**config.mk**
```make
export PLATFORM = sky130hd
export DESIGN_NAME = imm_gen_stage
export DESIGN_NICKNAME = d
export VERILOG_FILES = /design/src/rtl/imm_gen_pkg.sv /design/src/rtl/imm_gen_stage_decode.sv /design/src/rtl/imm_gen_stage.sv
export SDC_FILE = /design/constraint.sdc
export NUM_CORES = 1
export LEC_CHECK = 0
export BUFFER_PORTS_ARGS = -buffer_cell sky130_fd_sc_hd__buf_2
export CAP_MARGIN = 10
export CORE_MARGIN = 10
export CORE_UTILIZATION = 50
export CTS_BUF_LIST = sky130_fd_sc_hd__clkbuf_16
export CTS_CLUSTER_DIAMETER = 100
export DETAILED_ROUTE_END_ITERATION = 10
export HOLD_SLACK_MARGIN = 0.12
export PLACE_DENSITY_LB_ADDON = 0.12
export SLEW_MARGIN = 20
export SYNTH_ARGS = -nofsm -noshare
export SYNTH_HDL_FRONTEND = slang
export SYNTH_SLANG_ARGS = --single-unit
```
**constraint.sdc**
```tcl
create_clock -name clk -period 2.3 [get_ports clk]
set_input_delay 0.575 -clock clk [delete_from_list [all_inputs] [get_ports clk]]
set_output_delay 0.575 -clock clk [all_outputs]
set_load 0.03 [all_outputs]
```
**src/rtl/imm_gen_pkg.sv**
```systemverilog
// Shared types and encodings for the immediate-generation stage.
package imm_gen_pkg;

  // Immediate format tag carried with every decoded instruction.
  typedef enum logic [2:0] {
    FMT_NONE = 3'd0,
    FMT_I    = 3'd1,
    FMT_S    = 3'd2,
    FMT_B    = 3'd3,
    FMT_U    = 3'd4,
    FMT_J    = 3'd5,
    FMT_R    = 3'd6
  } imm_fmt_t;

  // Major opcodes (instr[6:0]) recognised by the decoder.
  localparam logic [6:0] OPC_OPIMM  = 7'b0010011;
  localparam logic [6:0] OPC_LOAD   = 7'b0000011;
  localparam logic [6:0] OPC_STORE  = 7'b0100011;
  localparam logic [6:0] OPC_BRANCH = 7'b1100011;
  localparam logic [6:0] OPC_LUI    = 7'b0110111;
  localparam logic [6:0] OPC_AUIPC  = 7'b0010111;
  localparam logic [6:0] OPC_JAL    = 7'b1101111;
  localparam logic [6:0] OPC_JALR   = 7'b1100111;
  localparam logic [6:0] OPC_OP     = 7'b0110011;

  // Storage width for PC and immediate fields; wide enough for XLEN=64.
  localparam int unsigned ENTRY_W = 64;

  // One buffered instruction with its decoded immediate.
  typedef struct packed {
    logic [31:0]        instr;
    logic [ENTRY_W-1:0] pc;
    logic [ENTRY_W-1:0] imm;
    imm_fmt_t           fmt;
    logic               illegal;
  } imm_entry_t;

  // Occupancy of the 2-entry skid buffer.
  typedef enum logic [1:0] {
    BUF_EMPTY = 2'd0,
    BUF_ONE   = 2'd1,
    BUF_FULL  = 2'd2
  } buf_state_t;

endpackage

```
**src/rtl/imm_gen_stage_decode.sv**
```systemverilog
// Combinational RISC-V immediate decoder: instruction -> immediate, format, illegal flag.
module imm_decode
  import imm_gen_pkg::*;
#(
  parameter int unsigned XLEN = 32
) (
  input  logic [31:0]     instr,
  output logic [XLEN-1:0] imm,
  output imm_fmt_t        fmt,
  output logic            illegal
);

  logic [31:0] imm32;
  logic [2:0]  funct3;

  assign funct3 = instr[14:12];

  // Select the immediate layout by opcode and flag unsupported encodings.
  always_comb begin
    imm32   = '0;
    fmt     = FMT_NONE;
    illegal = 1'b0;
    if (instr[1:0] != 2'b11) begin
      illegal = 1'b1;
    end else begin
      case (instr[6:0])
        OPC_OPIMM, OPC_LOAD, OPC_JALR: begin
          fmt   = FMT_I;
          imm32 = {{20{instr[31]}}, instr[31:20]};
          if ((instr[6:0] == OPC_JALR) && (funct3 != 3'b000)) begin
            illegal = 1'b1;
          end
          if ((instr[6:0] == OPC_OPIMM) && ((funct3 == 3'b001) || (funct3 == 3'b101))
              && instr[25] && (XLEN == 32)) begin
            illegal = 1'b1;
          end
        end
        OPC_STORE: begin
          fmt   = FMT_S;
          imm32 = {{20{instr[31]}}, instr[31:25], instr[11:7]};
        end
        OPC_BRANCH: begin
          fmt   = FMT_B;
          imm32 = {{19{instr[31]}}, instr[31], instr[7], instr[30:25], instr[11:8], 1'b0};
        end
        OPC_LUI, OPC_AUIPC: begin
          fmt   = FMT_U;
          imm32 = {instr[31:12], 12'b0};
        end
        OPC_JAL: begin
          fmt   = FMT_J;
          imm32 = {{11{instr[31]}}, instr[31], instr[19:12], instr[20], instr[30:21], 1'b0};
        end
        OPC_OP: begin
          fmt = FMT_R;
        end
        default: begin
          illegal = 1'b1;
        end
      endcase
    end
  end

  // Every format is already sign-extended to 32 bits; widen to XLEN by sign.
  assign imm = XLEN'($signed(imm32));

endmodule

```
**src/rtl/imm_gen_stage.sv**
```systemverilog
// Registered immediate-generation stage: decode on input, 2-entry skid buffer, flush.
module imm_gen_stage
  import imm_gen_pkg::*;
#(
  parameter int unsigned XLEN = 32,
  parameter int unsigned PC_W = XLEN
) (
  input  logic            clk,
  input  logic            rst_n,
  input  logic            flush_i,
  input  logic            in_valid,
  output logic            in_ready,
  input  logic [31:0]     in_instr,
  input  logic [PC_W-1:0] in_pc,
  output logic            out_valid,
  input  logic            out_ready,
  output logic [31:0]     out_instr,
  output logic [PC_W-1:0] out_pc,
  output logic [XLEN-1:0] out_imm,
  output imm_fmt_t        out_fmt,
  output logic            out_illegal
);

  logic [XLEN-1:0] dec_imm;
  imm_fmt_t        dec_fmt;
  logic            dec_illegal;

  imm_decode #(.XLEN(XLEN)) u_decode (
    .instr   (in_instr),
    .imm     (dec_imm),
    .fmt     (dec_fmt),
    .illegal (dec_illegal)
  );

  buf_state_t state_q, state_d;
  imm_entry_t new_ent, ent0, ent1;
  logic       push, pop;
  logic       load0, load1, shift;

  assign push      = in_valid & in_ready;
  assign pop       = out_valid & out_ready;
  assign out_valid = (state_q != BUF_EMPTY);

  // Package the decoded instruction into a buffer entry.
  always_comb begin
    new_ent         = '0;
    new_ent.instr   = in_instr;
    new_ent.pc      = ENTRY_W'(in_pc);
    new_ent.imm     = ENTRY_W'(dec_imm);
    new_ent.fmt     = dec_fmt;
    new_ent.illegal = dec_illegal;
  end

  // Next occupancy and entry-move controls; ent0 is always the head.
  always_comb begin
    state_d = state_q;
    load0   = 1'b0;
    load1   = 1'b0;
    shift   = 1'b0;
    if (flush_i) begin
      state_d = BUF_EMPTY;
    end else begin
      case (state_q)
        BUF_EMPTY: begin
          if (push) begin
            state_d = BUF_ONE;
            load0   = 1'b1;
          end
        end
        BUF_ONE: begin
          if (push && pop) begin
            load0 = 1'b1;
          end else if (push) begin
            state_d = BUF_FULL;
            load1   = 1'b1;
          end else if (pop) begin
            state_d = BUF_EMPTY;
          end
        end
        BUF_FULL: begin
          if (pop) begin
            state_d = BUF_ONE;
            shift   = 1'b1;
          end
        end
        default: begin
          state_d = BUF_EMPTY;
        end
      endcase
    end
  end

  // Occupancy register; in_ready is registered from the next occupancy so it
  // never depends combinationally on out_ready.
  always_ff @(posedge clk or negedge rst_n) begin
    if (!rst_n) begin
      state_q  <= BUF_EMPTY;
      in_ready <= 1'b1;
    end else begin
      state_q  <= state_d;
      in_ready <= (state_d != BUF_FULL);
    end
  end

  // Entry storage: head loads directly or takes the second slot on a pop from FULL.
  always_ff @(posedge clk or negedge rst_n) begin
    if (!rst_n) begin
      ent0 <= '0;
      ent1 <= '0;
    end else begin
      if (load0) begin
        ent0 <= new_ent;
      end else if (shift) begin
        ent0 <= ent1;
      end
      if (load1) begin
        ent1 <= new_ent;
      end
    end
  end

  assign out_instr   = ent0.instr;
  assign out_pc      = ent0.pc[PC_W-1:0];
  assign out_imm     = ent0.imm[XLEN-1:0];
  assign out_fmt     = ent0.fmt;
  assign out_illegal = ent0.illegal;

  // Upper storage bits are unused when XLEN/PC_W are below the storage width.
  logic unused_hi;
  assign unused_hi = ^{ent0.pc, ent0.imm};

endmodule

```
==> run_results.csv, run 1 <==
group,metric,value,unit
status,status,"complete, no violations",
yosys,syn_nets,981,
drt,detail_route.wirelength,23600,µm
yosys,ys_async_sr_fraction,1.00,
setup_path,r2r_cells,6,
die,fp.dieH,152,µm
final_layout,mostFrequentLayoutCells,"nand2_1 (343), dfrtp_1 (202), buf_2 (169), a22oi_1 (58), nor2_1 (39)",
global_routing,grt_overflow,0,
global_routing,grt.total_usage,0.199,
power,ir_drop,0.465,mV
timing,min_period,2060,ps
clocking,htree_levels,1,
setup_path,cp-end-kind,"primary output",
final_layout,drive_gt1_frac,0.227,
timing,slew_violations,0,
yosys,netlist_instances,912,
die,start_util,0.508,
power,p_switching,2.94,mW
timing,worst_pin_slew,790,ps
timing,max_freq,486,MHz
setup_path,start_kind,"flop",
timing,fin_skew,6.33,ps
final_layout,nNetsFinal,1141,
drt,route.detailed.drc,0,
timing,grt_setup_unrepaired,"false",
global_routing,antenna_found_initial,1,
hold_path,whs_path_depth,2,
clocking,postCtsSetupBuffers,0,
setup_path,crit_path_max_incr_delay,470,ps
final_layout,areaGrowthSynthToFinish,20.4,%
setup_path,reg2reg_slack,370,ps
yosys,yosysSeqAreaShare,0.582,
die,die-area,0.0231,mm²
yosys,synth-edff-count,0,
power,power.share.clock,0.343,
drt,wire_per_inst,18.0,µm
setup_path,cp_num_buf_inv,1,
placement,port_buffers,170,
final_layout,layout.cells.most_common,"nand2_1",
setup_path,cp_num_cells,2,
clocking,cts_buffer_depth,3,
setup_path,crit_family,"flip-flops",
placement,placed_cells,1272,
hold_path,hold_class,"input port to flop",
clocking,tritoncts,"yes",
power,seq_power_share,0.471,
yosys,synth_warnings,0,
yosys,ys_ff_latch,203,
yosys,ys_types,54,
setup_path,cp.arrival,1480,ps
setup_path,worst_path_max_delay_cell,"dfrtp_1",
final_layout,stdcell_count,1314,
power,powerDensity,918,mW/mm²
clocking,root_buffer,"clkbuf_16",
die,rows,48,
clocking,clkSinkCount,203,
global_routing,grt_max_degree,104,
drt,viasPerCell,5.47,
setup_path,timing.setup.critical_path_class,"flop to primary output",
power,p_leak,5.54,nW
clocking,cts_resized,0,
die,pin_count,171,
yosys,syn_area,0.00873,mm²
die,die_w,152,µm
timing,timing.final.crit_share,0.894,
run,drv_cap,0,
timing,hold_viol_final,0,
global_routing,grt_pass1_vias,7244,
setup_path,crit_path_max_fanout,7,
setup_path,required,1730,ps
timing,setup_violations,0,
timing,slew-limit-headroom,0.471,
clocking,clock_latency,500,ps
yosys,avgSynthCellArea,9.57,µm²
placement,dp_hpwl,15800,µm
clocking,clkTransAtPathRegs,60,ps
power,switching_share,0.305,
final_layout,post-route-util,0.612,
drt,first_pass_iters,5,
clocking,cts_hold_buf,1,
power,p_int,6.70,mW
clocking,numCtsBuffers,22,
drt,first_iter_violations,468,
setup_path,crit_chain,"or2_2, buf_2",
die,core_area,0.0172,mm²
drt,ant_nets,0,
power,pwr-share-comb,0.186,
yosys,ys.flop_type,"dfrtp_1",
placement,globalplace.congestion,0.873,
drt,num_vias,7193,
global_routing,grt_pass1_wl,39200,µm
[power groups by stage]
stage,clock network [mW],registers [mW],logic (mW)
2_1_floorplan,0,5.03,0.700
3_3_place_gp,0,4.59,1.77
3_5_place_dp,0,4.60,1.82
4_1_cts,3.37,4.55,1.82
5_1_grt,3.54,4.63,1.99
6_report,3.31,4.55,1.79
[layout make-up]
cell class | instances | area (µm²)
repair buffers | 202 | 1180
inverters | 5 | 18.8
fillers | 1534 | 6670
clock inverters | 17 | 96.3
flip-flops and latches | 203 | 5080
diodes | 1 | 2.50
multi-input cells | 638 | 3270
clock buffers | 23 | 576
well taps | 225 | 282
[layer usage]
metal  track usage  share of wire  vias to the layer above
met3        0.0454          0.067                       19
met1         0.277           0.46                     3497
li1              -              -                     3451
met4        0.0367         0.0093                        0
met2         0.314           0.46                      226
met5             0              0                        -
[through the flow]
stage	power (mW)	hold slack (ps)	instance area (µm²)	TNS (ps)	worst slack, ps
global placement	6.36	452	9810	-626	-58.8
detailed placement	6.42	457	9810	-974	-105
CTS	9.74	258	10500	0	24.3
floorplan	5.73	279	8730	0	572
finish	9.65	274	10500	0	243
global route	10.2	270	10500	0	199
[Yosys cell counts, types with 6 or more instances]
library cell / count / share of area
a211o_1: 8 / 0.0080
a21oi_1: 10 / 0.0057
a221o_1: 13 / 0.015
a22o_1: 17 / 0.017
a22oi_1: 58 / 0.050
a31oi_1: 12 / 0.0086
buf_2: 40 / 0.023
buf_4: 10 / 0.0086
buf_6: 6 / 0.0077
clkbuf_1: 10 / 0.0043
dfrtp_1: 202 / 0.58
nand2_1: 343 / 0.15
nand3_1: 39 / 0.022
nand4_1: 13 / 0.0093
nor2_1: 39 / 0.017
o21ai_0: 27 / 0.015
[cell families after synthesis]
family / count (synthesis) / share of synthesized area
and+or+nand+nor: 462 / 0.221
DFF: 203 / 0.582
AOI/OAI and AO/OA: 174 / 0.149
buffers and inverters: 71 / 0.0457
xor gates and xnor gates: 1 / 0.00100
muxes: 1 / 0.00115
[worst register-to-register path, delay by kind of cell (launching register included)]
kind,cells,cell delay (ps)
buffers and inverters,2,390
flip-flops,1,540
AND/OR/NAND/NOR,1,290
AO/OA/AOI/OAI,3,610
[state kept, by name, indices dropped and copies added, names as in the netlist]
| signal | flops |
|---|---|
| ent1 | 100 |
| out_imm | 32 |
| out_instr | 32 |
| out_pc | 32 |
| out_fmt | 3 |
| state_q | 2 |
| in_ready | 1 |
| out_illegal | 1 |
[path summary, 6_finish.rpt]
check                                               start                   endpoint
worst max-delay path                 state_q[0]$_DFF_PN0_                  out_valid
worst min-delay path                              flush_i       state_q[0]$_DFF_PN0_
worst max register to register         in_ready$_DFF_PN1_    out_imm[15]$_DFFE_PN0P_
worst min register to register  out_instr[12]$_DFFE_PN0P_  out_instr[12]$_DFFE_PN0P_
max in group asynchronous                           rst_n    out_imm[25]$_DFFE_PN0P_
min in group asynchronous                           rst_n     out_pc[26]$_DFFE_PN0P_
No activity file was read; power rests on OpenSTA's default activity.
==> run 2, diff against run 1 <==
--- a/config.mk
+++ b/config.mk
@@ -7,11 +7,12 @@
 export LEC_CHECK = 0
 export BUFFER_PORTS_ARGS = -buffer_cell sky130_fd_sc_hd__buf_2
 export CAP_MARGIN = 10
-export CORE_MARGIN = 10
+export CORE_MARGIN = 8
 export CORE_UTILIZATION = 50
 export CTS_BUF_LIST = sky130_fd_sc_hd__clkbuf_16
 export CTS_CLUSTER_DIAMETER = 100
 export DETAILED_ROUTE_END_ITERATION = 10
+export GPL_TIMING_DRIVEN = 1
 export HOLD_SLACK_MARGIN = 0.12
 export PLACE_DENSITY_LB_ADDON = 0.12
 export SLEW_MARGIN = 20
==> constraint.sdc (replaced) <==
create_clock -name clk -period 2.3 [get_ports clk]
set_input_delay 0.115 -clock clk [delete_from_list [all_inputs] [get_ports clk]]
set_output_delay 0.115 -clock clk [all_outputs]
set_load 0.03 [all_outputs]
==> run 2 against run 1 <==
  * Wire length up 2.0%
  * Final area up 6.0%
  * Maximum frequency is 0.65% lower
  * Clock power barely moved
  * Combinational power is 4% higher
  * Critical endpoint is now out_imm[10]$_DFFE_PN0P_
  * Cell count up 4.7%
  * Die area shrank 5.2%
  * Utilization rose by 3.6 points
  * First-iteration DRC count increased by 3.0%
  * Sequential power is essentially flat
  * Sequential share of layout area down 2.7 points
  * Clock skew rose by 4.2 ps
==> run_results.csv, run 2 (synthesis results as in run 1) <==
group,metric,value,unit
status,status,"complete, no violations",
die,rows,48,
final_layout,nNetsFinal,1204,
timing,worst_pin_slew,797,ps
setup_path,cp_num_buf_inv,1,
hold_path,hold_class,"input port to flop",
global_routing,grt.total_usage,0.222,
timing,slew_violations,0,
clocking,root_buffer,"clkbuf_16",
setup_path,reg2reg_slack,230,ps
die,pin_count,171,
final_layout,mostFrequentLayoutCells,"nand2_1 (343), dfrtp_1 (202), buf_2 (169), dlygate4sd3_1 (70), a22oi_1 (58)",
power,powerDensity,874,mW/mm²
timing,finalHoldWorstSlack,304,ps
timing,grt_setup_unrepaired,"false",
final_layout,drive_gt1_frac,0.208,
timing,max_freq,483,MHz
placement,dp_hpwl,15600,µm
die,start_util,0.508,
setup_path,required,2710,ps
placement,globalplace.congestion,0.817,
drt,ant_nets,0,
drt,wire_per_inst,17.5,µm
setup_path,worst_path_max_delay_cell,"a31oi_4",
final_layout,layout.cells.most_common,"nand2_1",
drt,first_iter_violations,482,
final_layout,areaGrowthSynthToFinish,27.5,%
setup_path,crit_path_max_incr_delay,710,ps
timing,timing.final.crit_share,0.900,
global_routing,grt_pass1_vias,7582,
setup_path,cp-end-kind,"flop",
setup_path,start_kind,"flop",
global_routing,grt_overflow,0,
final_layout,stdcell_count,1376,
drt,detail_route.wirelength,24100,µm
global_routing,grt_pass1_wl,40100,µm
setup_path,crit_chain,"and3b_1, a31oi_4, buf_4, a22oi_1, o21ai_1",
power,power,9.73,mW
setup_path,cp.arrival,2480,ps
power,ir_drop,0.527,mV
final_layout,post-route-util,0.648,
drt,num_vias,7421,
timing,slew-limit-headroom,0.469,
power,p_leak,5.78,nW
setup_path,crit_family,"compound AO/OA/AOI/OAI gates",
die,die_w,148,µm
placement,place_area,0.00976,mm²
global_routing,grt_max_degree,101,
timing,min_period,2070,ps
final_layout,n_antenna_cell,0,
clocking,clkTransAtPathRegs,60,ps
timing,setup_violations,0,
die,core_area,0.0172,mm²
timing,finalSetupTns,0,ps
drt,viasPerCell,5.39,
clocking,tritoncts,"yes",
clocking,numCtsBuffers,22,
timing,setup_ws,230,ps
final_layout,top_register,"ent1",
setup_path,timing.setup.critical_path_class,"flop to flop",
run,drv_cap,0,
placement,port_buffers,170,
clocking,clkSinkCount,203,
clocking,cts_buffer_depth,3,
placement,placed_cells,1266,
placement,dp_slack,229,ps
timing,hold_viol_final,0,
clocking,htree_levels,1,
die,die-area,0.0219,mm²
clocking,clock_latency,500,ps
drt,route.detailed.drc,0,
final_layout,fin_area,0.0111,mm²
final_layout,largest_reg_flops,100,
die,fp.dieH,148,µm
global_routing,antenna_found_initial,0,
timing,fin_skew,10.6,ps
clocking,postCtsSetupBuffers,0,
setup_path,crit_path_max_fanout,24,
drt,first_pass_iters,5,
==> run 2: cell type report <==
type | instances | area, µm²
fillers | 1436 | 6050
flip-flops and latches | 203 | 5080
multi-input cells | 638 | 3270
repair buffers | 265 | 1810
clock buffers | 23 | 576
well taps | 225 | 282
clock inverters | 17 | 97.6
inverters | 5 | 18.8
==> run 2: final timing paths <==
check	from	endpoint	depth (start not counted)
worst min register to register	out_instr[31]$_DFFE_PN0P_	out_instr[31]$_DFFE_PN0P_	2
max in group asynchronous	rst_n	out_instr[18]$_DFFE_PN0P_	4
min in group asynchronous	rst_n	ent1[143]$_DFFE_PN0P_	3
worst max-delay path	state_q[1]$_DFF_PN0_	out_imm[10]$_DFFE_PN0P_	5
worst max register to register	state_q[1]$_DFF_PN0_	out_imm[10]$_DFFE_PN0P_	5
worst min-delay path	in_valid	ent1[163]$_DFFE_PN0P_	4
==> run 2: worst reg2reg max path, delay by kind of cell, from the launching register on <==
family | cells | cell delay, ps
compound gates | 3 | 910
buf+inv | 1 | 370
flops | 1 | 410
simple gates | 1 | 310
==> run 2: metal layers <==
layer | global-route usage | up-vias | share of wire
li1 | - | 3589 | -
met1 | 0.309 | 3578 | 0.45
met2 | 0.350 | 229 | 0.47
met3 | 0.0413 | 25 | 0.061
met4 | 0.0581 | 0 | 0.017
met5 | 0 | - | 0
==> run 2: repair_timing <==
item                                   in CTS  in global routing
resized for setup                           0                  0
hold buffers                               70                  0
endpoints found under the hold margin     396                  0
setup endpoints to repair                   0                  0
==> run 2: where the power goes <==
part / leakage, nW / internal [mW] / switching [mW]
Combinational: 2.83 / 0.649 / 1.22
Clock: 0.355 / 1.91 / 1.39
Sequential: 2.60 / 4.21 / 0.341
==> run 3, diff against run 2 <==
--- a/config.mk
+++ b/config.mk
@@ -12,9 +12,10 @@
 export CTS_BUF_LIST = sky130_fd_sc_hd__clkbuf_16
 export CTS_CLUSTER_DIAMETER = 100
 export DETAILED_ROUTE_END_ITERATION = 10
+export GPL_ROUTABILITY_DRIVEN = 0
 export GPL_TIMING_DRIVEN = 1
 export HOLD_SLACK_MARGIN = 0.12
-export PLACE_DENSITY_LB_ADDON = 0.12
+export PLACE_DENSITY_LB_ADDON = 0.15
 export SLEW_MARGIN = 20
 export SYNTH_ARGS = -nofsm -noshare
 export SYNTH_HDL_FRONTEND = slang
==> run 3 against run 2 <==
  * Combinational power about the same
  * Flip-flop and latch count unchanged
  * Sequential share of layout area up 0.40 points
  * Global-route usage down 0.12 points
  * Critical path type unchanged
  * Largest power group unchanged
==> run_results.csv, run 3 (synthesis results as in run 1) <==
group,metric,value,unit
final_layout,post-route-util,0.642,
die,rows,48,
global_routing,grt_overflow,0,
timing,grt_setup_unrepaired,"false",
power,power,9.55,mW
final_layout,drive_gt1_frac,0.205,
clocking,clkTransAtPathRegs,60,ps
placement,port_buffers,170,
power,ir_drop,0.498,mV
timing,hold_viol_final,0,
final_layout,areaGrowthSynthToFinish,26.4,%
setup_path,worst_path_max_delay_cell,"dfstp_2",
setup_path,crit_chain,"and3b_1, and3_2, buf_12, o211ai_1, nand4_1",
final_layout,n_antenna_cell,0,
placement,dp_slack,245,ps
drt,num_vias,7426,
die,pin_count,171,
drt,viasPerCell,5.43,
global_routing,grt_pass1_wl,39800,µm
power,powerDensity,866,mW/mm²
power,pwr-share-comb,0.196,
power,power.share.clock,0.328,
final_layout,nNetsFinal,1199,
final_layout,fill_cells,1481,
final_layout,layout.cells.most_common,"nand2_1",
timing,min_period,2060,ps
setup_path,crit_path_max_fanout,51,
clocking,cts_buffer_depth,3,
timing,slew-limit-headroom,0.505,
final_layout,top_register,"ent1",
setup_path,crit_path_max_incr_delay,530,ps
power,seq_power_share,0.476,
global_routing,grt.total_usage,0.221,
clocking,numCtsBuffers,22,
setup_path,required,2720,ps
drt,route.detailed.drc,0,
drt,wire_per_inst,17.6,µm
drt,ant_nets,0,
clocking,clock_latency,500,ps
setup_path,timing.setup.critical_path_class,"flop to flop",
hold_path,hold_class,"input port to asynchronous set/reset pin",
power,p_leak,5.73,nW
timing,finalSetupTns,0,ps
die,fp.dieH,148,µm
drt,first_pass_iters,5,
drt,first_iter_violations,555,
final_layout,seq_area,0.00508,mm²
placement,dp_hpwl,15500,µm
status,status,"complete, no violations",
global_routing,antenna_found_initial,0,
die,core_area,0.0172,mm²
setup_path,crit_family,"simple AND/OR/NAND/NOR gates",
global_routing,grt_max_degree,101,
timing,fin_skew,12.8,ps
timing,worst_pin_slew,742,ps
die,die-area,0.0219,mm²
setup_path,reg2reg_slack,240,ps
global_routing,grt_pass1_vias,7451,
timing,setup_ws,237,ps
power,p_switching,2.91,mW
clocking,cts_resized,0,
power,p_int,6.64,mW
drt,detail_route.wirelength,24100,µm
timing,max_freq,485,MHz
setup_path,cp_num_buf_inv,1,
final_layout,mostFrequentLayoutCells,"nand2_1 (343), dfrtp_1 (202), buf_2 (169), dlygate4sd3_1 (68), a22oi_1 (58)",
clocking,htree_levels,1,
timing,finalHoldWorstSlack,136,ps
timing,setup_violations,0,
timing,timing.final.crit_share,0.897,
clocking,root_buffer,"clkbuf_16",
setup_path,start_kind,"flop",
final_layout,largest_reg_flops,100,
timing,slew_violations,0,
final_layout,multi_input_area,0.00327,mm²
power,switching_share,0.305,
clocking,tritoncts,"yes",
die,die_w,148,µm
setup_path,cp-end-kind,"flop",
die,start_util,0.508,
clocking,clkSinkCount,203,
run,drv_cap,0,
setup_path,cp.arrival,2480,ps
run 3: changes by cell type in the layout (fill, tap and decap cells not counted), sizes merged:
| cell | delta |
|---|---|
| buf | -3 |
| clkinv | -2 |
| dlygate4sd3 | -2 |
| bufinv | -1 |
| inv | -1 |
run 3: final timing paths:
check                                          from                  endpoint  depth (start not counted)
min in group clk                           in_valid     ent1[163]$_DFFE_PN0P_                          4
hold reg to reg            out_instr[9]$_DFFE_PN0P_  out_instr[9]$_DFFE_PN0P_                          2
setup / recovery                 in_ready$_DFF_PN1_   out_imm[30]$_DFFE_PN0P_                          5
max in group asynchronous                     rst_n        in_ready$_DFF_PN1_                          3
setup reg to reg                 in_ready$_DFF_PN1_   out_imm[30]$_DFFE_PN0P_                          5
hold / removal                                rst_n     ent1[147]$_DFFE_PN0P_                          2
run 3: metal layers:
metal	vias to the layer above	share of wire	global-route usage	wire length, µm
met1	3599	0.45	0.304	10900
met4	0	0.012	0.0469	286
met5	-	0	0	0
li1	3561	-	-	-
met3	24	0.072	0.0456	1740
met2	242	0.46	0.354	11100
run 3: stage by stage:
stage,std cells,cell area [µm²]
floorplan,912,8730
global placement,1263,9720
detailed placement,1263,9720
CTS,1367,11000
global route,1367,11000
finish,1367,11000
run 3: area by class of cell:
type | count | share of cell area
sequential | 203 | 0.461
clock buffer | 23 | 0.0522
tap | 225 | 0.0255
inverter | 5 | 0.00170
timing repair buffer | 260 | 0.159
clock inverter | 13 | 0.00499
multi-input combinational | 638 | 0.296
run 3: repair_timing:
item,CTS,global route
endpoints found under the hold margin,397,0
hold buffers,68,0
buffers inserted,0,0
run 3: power groups by stage:
stage | Sequential (mW) | Combinational [mW] | Clock [mW]
after floorplan | 5.03 | 0.700 | 0
after global placement | 4.59 | 1.75 | 0
after detailed placement | 4.60 | 1.79 | 0
after CTS | 4.55 | 1.89 | 3.22
after global routing | 4.64 | 2.08 | 3.35
final | 4.55 | 1.87 | 3.13
